`src/rtl/halo_receiver.sv`:
```
// halo_receiver: buffers halo pixels from up to NEIGHBORS tile PPUs in per-link
// FIFOs and drains them round-robin into the local accumulator buffer.
module halo_receiver #(
    parameter int TILE_SIZE  = 128,
    parameter int NEIGHBORS  = 8,
    parameter int FIFO_DEPTH = 4,
    parameter int DATA_WIDTH = 8,
    localparam int CW = $clog2(TILE_SIZE)
) (
    input  logic                                 clk,
    input  logic                                 reset,
    input  logic                                 exchange_start,
    input  logic [NEIGHBORS-1:0]                 neighbor_present,
    input  logic [NEIGHBORS-1:0][DATA_WIDTH-1:0] neighbor_input_value,
    input  logic [NEIGHBORS-1:0][CW-1:0]         neighbor_input_row,
    input  logic [NEIGHBORS-1:0][CW-1:0]         neighbor_input_column,
    input  logic [NEIGHBORS-1:0]                 neighbor_input_write_enable,
    input  logic [NEIGHBORS-1:0]                 neighbor_exchange_done,
    output logic [NEIGHBORS-1:0]                 neighbor_cts,
    output logic [CW-1:0]                        buffer_row_write,
    output logic [CW-1:0]                        buffer_column_write,
    output logic [DATA_WIDTH-1:0]                buffer_data_write,
    output logic                                 buffer_write_enable,
    input  logic                                 buffer_ready,
    output logic                                 exchange_complete,
    output logic                                 overflow_error
);

    localparam int PW   = $clog2(FIFO_DEPTH);
    localparam int CNTW = PW + 1;
    localparam int IW   = (NEIGHBORS > 1) ? $clog2(NEIGHBORS) : 1;
    localparam int EW   = DATA_WIDTH + 2 * CW;

    typedef enum logic [1:0] {IDLE, RECEIVE, DRAIN, COMPLETE} state_t;

    state_t               state, state_next;
    logic [NEIGHBORS-1:0] present_mask, present_next;
    logic [NEIGHBORS-1:0] done_seen, done_next;
    logic [NEIGHBORS-1:0] cts_next;
    logic [NEIGHBORS-1:0] push, pop, not_empty;
    logic [EW-1:0]        fifo_mem [NEIGHBORS][FIFO_DEPTH];
    logic [PW-1:0]        wr_ptr [NEIGHBORS];
    logic [PW-1:0]        rd_ptr [NEIGHBORS];
    logic [CNTW-1:0]      count [NEIGHBORS];
    logic [CNTW-1:0]      count_next [NEIGHBORS];
    logic [IW-1:0]        rr_ptr, grant_idx, cand;
    logic                 grant_valid, out_free, drained;

    always_ff @(posedge clk) begin
        if (reset) begin
            state <= IDLE;
        end else begin
            state <= state_next;
        end
    end

    // The present mask is captured only at round start; absent links count as done.
    always_comb begin
        state_next   = state;
        present_next = present_mask;
        done_next    = done_seen;
        case (state)
            IDLE: begin
                if (exchange_start) begin
                    state_next   = RECEIVE;
                    present_next = neighbor_present;
                    done_next    = ~neighbor_present;
                end
            end
            RECEIVE: begin
                done_next = done_seen | neighbor_exchange_done;
                if (&done_next) begin
                    state_next = DRAIN;
                end
            end
            DRAIN: begin
                if (drained) begin
                    state_next = COMPLETE;
                end
            end
            COMPLETE: state_next = IDLE;
            default:  state_next = IDLE;
        endcase
    end

    always_comb begin
        exchange_complete = (state == COMPLETE);
    end

    always_ff @(posedge clk) begin
        if (reset) begin
            present_mask <= '0;
            done_seen    <= '0;
        end else begin
            present_mask <= present_next;
            done_seen    <= done_next;
        end
    end

    // Round-robin search starting at rr_ptr; the output stage takes a new entry
    // whenever it is empty or its current entry is being consumed.
    always_comb begin
        push        = neighbor_input_write_enable & neighbor_cts;
        out_free    = !buffer_write_enable || buffer_ready;
        grant_valid = 1'b0;
        grant_idx   = rr_ptr;
        cand        = rr_ptr;
        pop         = '0;
        for (int i = 0; i < NEIGHBORS; i++) begin
            not_empty[i] = (count[i] != '0);
        end
        for (int k = 0; k < NEIGHBORS; k++) begin
            cand = IW'((int'(rr_ptr) + k) % NEIGHBORS);
            if (!grant_valid && not_empty[cand]) begin
                grant_valid = 1'b1;
                grant_idx   = cand;
            end
        end
        if (grant_valid && out_free) begin
            pop[grant_idx] = 1'b1;
        end
        drained = (not_empty == '0) && out_free;
    end

    always_comb begin
        cts_next = '0;
        for (int i = 0; i < NEIGHBORS; i++) begin
            count_next[i] = count[i] + CNTW'(push[i]) - CNTW'(pop[i]);
            cts_next[i]   = (state_next == RECEIVE) && present_next[i] && !done_next[i]
                            && (count_next[i] < CNTW'(FIFO_DEPTH));
        end
    end

    always_ff @(posedge clk) begin
        if (reset) begin
            neighbor_cts <= '0;
            rr_ptr       <= '0;
            for (int i = 0; i < NEIGHBORS; i++) begin
                wr_ptr[i] <= '0;
                rd_ptr[i] <= '0;
                count[i]  <= '0;
            end
        end else begin
            neighbor_cts <= cts_next;
            if (grant_valid && out_free) begin
                rr_ptr <= (grant_idx == IW'(NEIGHBORS - 1)) ? '0 : grant_idx + IW'(1);
            end
            for (int i = 0; i < NEIGHBORS; i++) begin
                count[i] <= count_next[i];
                if (push[i]) begin
                    wr_ptr[i] <= wr_ptr[i] + PW'(1);
                end
                if (pop[i]) begin
                    rd_ptr[i] <= rd_ptr[i] + PW'(1);
                end
            end
        end
    end

    always_ff @(posedge clk) begin
        for (int i = 0; i < NEIGHBORS; i++) begin
            if (push[i]) begin
                fifo_mem[i][wr_ptr[i]] <= {neighbor_input_value[i], neighbor_input_row[i],
                                           neighbor_input_column[i]};
            end
        end
    end

    // Output registers hold their entry until the accumulator buffer accepts it.
    always_ff @(posedge clk) begin
        if (reset) begin
            buffer_write_enable <= 1'b0;
            buffer_data_write   <= '0;
            buffer_row_write    <= '0;
            buffer_column_write <= '0;
        end else if (grant_valid && out_free) begin
            buffer_write_enable <= 1'b1;
            {buffer_data_write, buffer_row_write, buffer_column_write}
                <= fifo_mem[grant_idx][rd_ptr[grant_idx]];
        end else if (buffer_ready) begin
            buffer_write_enable <= 1'b0;
        end
    end

    always_ff @(posedge clk) begin
        if (reset) begin
            overflow_error <= 1'b0;
        end else if (|(neighbor_input_write_enable & ~neighbor_cts)) begin
            overflow_error <= 1'b1;
        end
    end

endmodule
```
`config.mk`:
```
export PLATFORM = sky130hd
export DESIGN_NAME = halo_receiver
export DESIGN_NICKNAME = d
export VERILOG_FILES = /design/src/rtl/halo_receiver.sv
export SDC_FILE = /design/constraint.sdc
export NUM_CORES = 1
export LEC_CHECK = 0
export CORE_MARGIN = 1
export CORE_UTILIZATION = 25
export CTS_BUF_LIST = sky130_fd_sc_hd__clkbuf_8
export DETAILED_ROUTE_END_ITERATION = 8
export GPL_TIMING_DRIVEN = 0
export MAX_ROUTING_LAYER = met4
export PLACE_DENSITY_LB_ADDON = 0.2
export SLEW_MARGIN = 15
export SYNTH_ARGS = -nofsm -noshare
export SYNTH_HDL_FRONTEND = slang
export SYNTH_SLANG_ARGS = --single-unit
```
`constraint.sdc`:
```
create_clock -name clk -period 7.3 [get_ports clk]
set_clock_uncertainty 0.2 [all_clocks]
set_input_delay 1.46 -clock clk [delete_from_list [all_inputs] [get_ports clk]]
set_output_delay 1.46 -clock clk [all_outputs]
set_load 0.05 [all_outputs]
```
==> flow_summary.yaml, run 1 <==
status:
  status: "finished clean"
synth:
  synth_top_family_by_area: "multiplexers"
  synth_edf_count: 736
  synth_top_area_cell: "edfxtp_1"
  synthCells: 1856
  synth_nets: 2112
  postSynthAreaPerCell_um2: 18.1
  async_reset_ff_share_pct: 0
  synth_xor_area_share_pct: 0.991
  synth.area.top_cells: "edfxtp_1, mux4_2, dfxtp_1, ha_1, nand2_1"
  synth.top_cell.area_share_pct: 65.8
  synth_compound_area_share_pct: 5.42
  synth-seq-cells: 813
  synthAdderAreaFrac_pct: 2.12
  synthSimpleGateAreaFrac_pct: 5.72
  synth.distinct_cells: 73
  ys.flop_type: "edfxtp_1"
  ys_seq_area_share_pct: 70.4
  syn_area_um2: 33600
  synth.area.mux_share_pct: 13.1
  yosysWarnings: 0
  yosys-top-cells-count: "edfxtp_1, mux4_2, nand2_1, dfxtp_1, nor2_1"
  post-synth-top-count-cell: "edfxtp_1"
timing:
  fin_crit_sh_pct: 94.2
  tns_ns: 0
  slew_headroom_pct: 27.2
  maxSlewViolCount: 0
  rsz0062_at_grt: "no"
  max_slew.worst_pin.slew_ns: 1.09
  setup_violations: 0
  hold_violations: 0
  fmax_mhz: 145
  fin_crit_ns: 6.88
drt:
  wirelength_mm: 121
  detail_route.wl_per_cell_um: 29.1
  drcViolationCount: 0
  ant_nets: 0
  drtIter0Drc: 1993
  vias: 19900
  vias_per_cell: 4.78
  drt-pass1-iter-count: 5
worst_setup_path:
  max_stage_delay_ns: 0.58
  r2r-end: "neighbor_cts[1]"
  worstReg2RegStart: "rr_ptr[0]"
  critPathCaptureType: "flip-flop"
  critical_path_required_ns: 7.83
  worstPathMaxFanout: 10
  crit_arrival_ns: 7.41
  rrSetupSlack_ns: 0.42
  crit_slowest_cell: "mux4_2"
  rr_worst_depth: 24
  path_cells: "buf_2 -> inv_2 -> buf_4 -> ha_1 -> buf_4 -> inv_4 -> mux4_2 -> o221a_2 -> nor4_1 -> o31a_1 -> a221oi_1 -> o21ai_2 -> buf_2 -> buf_2 -> buf_2 -> nand2_1 -> nor2_1 -> xor2_1 -> ha_1 -> inv_1 -> fa_1 -> xor2_1 -> xnor2_1 -> and4_1"
  worstSetupPathType: "reg2reg"
  startpoint_type: "flip-flop"
  cpMostUsedCell: "buf_2"
grt:
  grt_pass1_vias: 21100
  track_usage_pct: 18.3
  grt_start_max_net_pins: 20
  grt_pass1_wl_mm: 166
  grt.overflow.total: 0
  grt_antenna_before_repair: 29
min_path:
  hold_class: "reg2reg"
  min_from: "present_mask[0]"
  hold_depth: 2
  hold_end: "present_mask[0]"
clock_network:
  numCtsBuffers: 142
  clock_sinks: 813
  holdBufCountCts: 0
  htree_num_levels: 4
  root_buffer: "clkbuf_8"
  clkSlewWorstSetupHoldPaths_ns: 0.06
  cts_buffer_depth: 3
  cts_tree: "yes"
  postCtsSetupRepairBufs: 0
  clock_latency_ns: 0.78
flow_run:
  drv_cap: 0
floorplan:
  fp.dieW_um: 368
  die_h_um: 368
  rows: 134
  ios: 237
  core_area_um2: 133000
  die-area_um2: 136000
  initial_core_util_pct: 25.2
placement:
  portBuffers: 235
  routabilityCongestion: 0.846
  dpl.hpwl_mm: 87.8
cells_and_area:
  fillers: 13000
  area_delta_synth_final_pct: 24.6
  nets: 2523
  drive_above_1_share_pct: 23.7
==> area by class of cell <==
cell class / instances / area [um^2] / area share, %
clock inverters: 94 / 567 / 1.36
diodes: 20 / 50.0 / 0.120
inverters: 56 / 213 / 0.509
flip-flops and latches: 813 / 23600 / 56.5
plain buffers: 104 / 531 / 1.27
clock buffers: 163 / 2240 / 5.36
repair buffers: 267 / 3130 / 7.48
well taps: 1768 / 2210 / 5.29
multi-input cells: 883 / 9240 / 22.1
==> critical path, delay by kind of cell, from the launching register on <==
family | cells | cell delay [ns]
XOR/XNOR | 3 | 0.58
flip-flops | 1 | 0.33
multiplexers | 1 | 0.58
adder cells (fa/ha/maj) | 3 | 0.84
AND/OR/NAND/NOR | 4 | 1.15
buffers and inverters | 9 | 2.08
AO/OA/AOI/OAI | 4 | 1.01
==> state kept, by name, indices dropped and copies added (netlist names) <==
name and flops:
overflow_error 1, fifo_mem 704, buffer_write_enable 1, neighbor_cts 8, rr_ptr 3, buffer_column_write 7, buffer_data_write 8, count 24
wr_ptr 16, present_mask 8, buffer_row_write 7, rd_ptr 16, done_seen 8, state 2
==> what timing repair did <==
item                                   CTS  global route
gates resized for setup                  0             6
setup endpoints to repair                0             6
endpoints found under the hold margin    0             0
==> per-layer routing <==
metal / share of wire, % / track usage (%) / wire length (um) / vias to the layer above
met1: 42 / 23.2 / 50900 / 10500
met4: 2.2 / 5.11 / 2730 / 0
met5: 0 / - / 0 / -
li1: - / - / - / 8348
met3: 8.2 / 4.68 / 9960 / 145
met2: 48 / 28.8 / 57900 / 910
==> kinds of logic (layout without fill, tap and decap cells) <==
| logic type | count (synthesis) | after routing |
|---|---|---|
| adders and majority gates | 52 | 52 |
| xor gates and xnor gates | 38 | 38 |
| muxes | 207 | 207 |
| and+or+nand+nor | 366 | 366 |
| AOI/OAI and AO/OA | 220 | 220 |
| other | 0 | 20 |
| buffers and inverters | 160 | 684 |
| DFF | 813 | 813 |
==> worst max-delay path by stage <==
stage | start | cells after the start | slack, ns | end
global route | rr_ptr[0] | 23 | 0.007 | neighbor_cts[6]
finish | rr_ptr[0] | 24 | 0.42 | neighbor_cts[1]
CTS | rr_ptr[0] | 25 | 0.14 | neighbor_cts[7]
floorplan | rr_ptr[0] | 25 | 1.78 | neighbor_cts[7]
detailed placement | rr_ptr[0] | 25 | 0.19 | neighbor_cts[7]
global placement | rr_ptr[0] | 25 | 0.28 | neighbor_cts[7]
==> metrics by stage <==
step	instances	hold WS [ns]	area [um^2]	util, %	worst slack [ns]
floorplan	1856	0.235	33600	-	1.78
global placement	3859	0.247	38100	28.6	0.283
detailed placement	3891	0.250	39000	29.2	0.188
CTS	4148	0.259	41800	31.3	0.141
global route	4163	0.289	41800	31.4	0.00728
finish	4168	0.258	41800	31.4	0.421
==> cell usage in the layout, fill, tap and decap left out, types with 18 or more instances in the layout <==
cell	Yosys	routed
inv_1	54	98
nor2_1	71	71
diode_2	0	20
edfxtp_1	736	736
buf_16	0	18
clkbuf_8	0	163
nand2_1	115	115
a211o_1	21	21
and3_1	55	23
xnor2_1	26	26
a21oi_1	27	27
clkdlybuf4s50_1	0	235
dfxtp_1	77	77
ha_1	44	44
clkinv_1	0	23
a21boi_0	22	22
buf_2	47	47
a211oi_1	26	26
mux4_2	185	185
clkbuf_1	38	36
a311oi_1	39	39
nor3_1	20	20
and3_2	0	32
Power of run 1 is left out: the tool's default activity adds up to more than one toggle a clock period on the data nets, which glitch-free logic cannot reach.
==> run 2, diff against run 1 <==
CORE_UTILIZATION = 30   (was 25)
PLACE_DENSITY = 0.56   (was not set)
PLACE_DENSITY_LB_ADDON = not set   (was 0.2)
==> run 2 against run 1 <==
  * Die area fell by 17%
  * Global-route usage rose by 2.3 points
  * Non-clock buffer count fell by 1
  * Largest cell class unchanged
==> flow_summary.yaml, run 2 (synthesis results as in run 1) <==
status:
  status: "finished clean"
clock_network:
  clock_latency_ns: 0.79
  clkSlewWorstSetupHoldPaths_ns: 0.07
  clock_sinks: 813
  htree_num_levels: 4
  postCtsSetupRepairBufs: 0
  numCtsBuffers: 132
  root_buffer: "clkbuf_8"
  cts_tree: "yes"
  cts_buffer_depth: 3
flow_run:
  drv_cap: 0
placement:
  portBuffers: 235
  dpl.hpwl_mm: 80.4
  routabilityCongestion: 0.880
drt:
  drcViolationCount: 0
  detail_route.wl_per_cell_um: 29.1
  ant_nets: 0
  drt-pass1-iter-count: 6
  vias: 20100
  wirelength_mm: 113
  drtIter0Drc: 2459
  vias_per_cell: 5.21
grt:
  grt.overflow.total: 0
  grt_pass1_wl_mm: 156
  track_usage_pct: 20.6
  grt_antenna_before_repair: 29
  grt_start_max_net_pins: 21
  grt_pass1_vias: 20800
worst_setup_path:
  startpoint_type: "flip-flop"
  worstSetupPathType: "reg2reg"
  worstPathMaxFanout: 10
  critPathCaptureType: "flip-flop"
  rrSetupSlack_ns: 0.38
  critical_path_required_ns: 7.82
  crit_arrival_ns: 7.44
floorplan:
  ios: 237
  initial_core_util_pct: 30.3
  fp.dieW_um: 337
  rows: 122
  core_area_um2: 111000
  die_h_um: 337
  die-area_um2: 113000
timing:
  slew_headroom_pct: 20.3
  maxSlewViolCount: 0
  fin_crit_sh_pct: 94.8
  hold_violations: 0
  rsz0062_at_grt: "no"
  fin_crit_ns: 6.92
  max_slew.worst_pin.slew_ns: 1.20
  fmax_mhz: 144
  setup_violations: 0
  tns_ns: 0
min_path:
  hold_class: "reg2reg"
cells_and_area:
  layout_commonest_cell: "edfxtp_1"
  regArea_um2: 23600
  area_delta_synth_final_pct: 22.7
  fillers: 10400
  largest_reg_flops: 704
  multi_input_area_um2: 9240
  final_cell_mix: "edfxtp_1, clkdlybuf4s50_1, mux4_2"
  drive_above_1_share_pct: 23.1
  nets: 2512
## run 2: final cells by class
cell class	instances	area share [%]
sequential	813	57.4
multi-input combinational	883	22.4
timing repair buffer	267	7.63
clock buffer	146	4.88
tap	1488	4.52
buffer	103	1.27
clock inverter	92	1.22
inverter	56	0.516
antenna	21	0.128
## run 2: worst max-delay path, stage by stage (launching register included)
cell and delay (ns):
dfxtp_1 0.33, buf_2 0.23, inv_2 0.14, buf_4 0.21, ha_1 0.30, buf_4 0.18, inv_4 0.15, mux2i_1 0.15
mux4_2 0.49, o32a_4 0.36, o21ai_0 0.48, a21o_1 0.40, clkbuf_1 0.65, clkbuf_1 0.73, nor3_1 0.19, ha_1 0.33
inv_1 0.06, ha_1 0.14, inv_1 0.05, fa_1 0.38, xor2_1 0.17, xnor2_1 0.29, and4_1 0.24
## run 2: layer usage
layer	global-route usage [%]	routed length [um]	vias up
met5	-	0	-
li1	-	-	8330
met3	5.84	12400	204
met4	6.97	3380	0
met1	26.1	43900	10400
met2	31.6	53000	1170
## run 2: timing repair
action | 4_1_cts | 5_1_grt
hold buffers | 0 | 0
resized for setup | 0 | 1
setup endpoints to repair | 0 | 2
## run 2: stage by stage
stage	hold slack (ns)	instances	util [%]	setup slack (ns)	cell area, um^2
floorplan	0.235	1856	-	1.78	33600
global placement	0.242	3579	34.1	0.434	37800
detailed placement	0.250	3611	34.8	0.392	38600
CTS	0.258	3849	37.1	0.339	41100
global route	0.277	3866	37.2	0.0774	41200
finish	0.257	3869	37.2	0.378	41200
## run 2: path summary, 6_finish.rpt
path | from | to | cells after the start
setup / recovery | rr_ptr[0] | neighbor_cts[7] | 22
hold / removal | present_mask[3] | present_mask[3] | 2
setup reg to reg | rr_ptr[0] | neighbor_cts[7] | 22
hold reg to reg | present_mask[3] | present_mask[3] | 2
Power of run 2 is left out for the same reason.
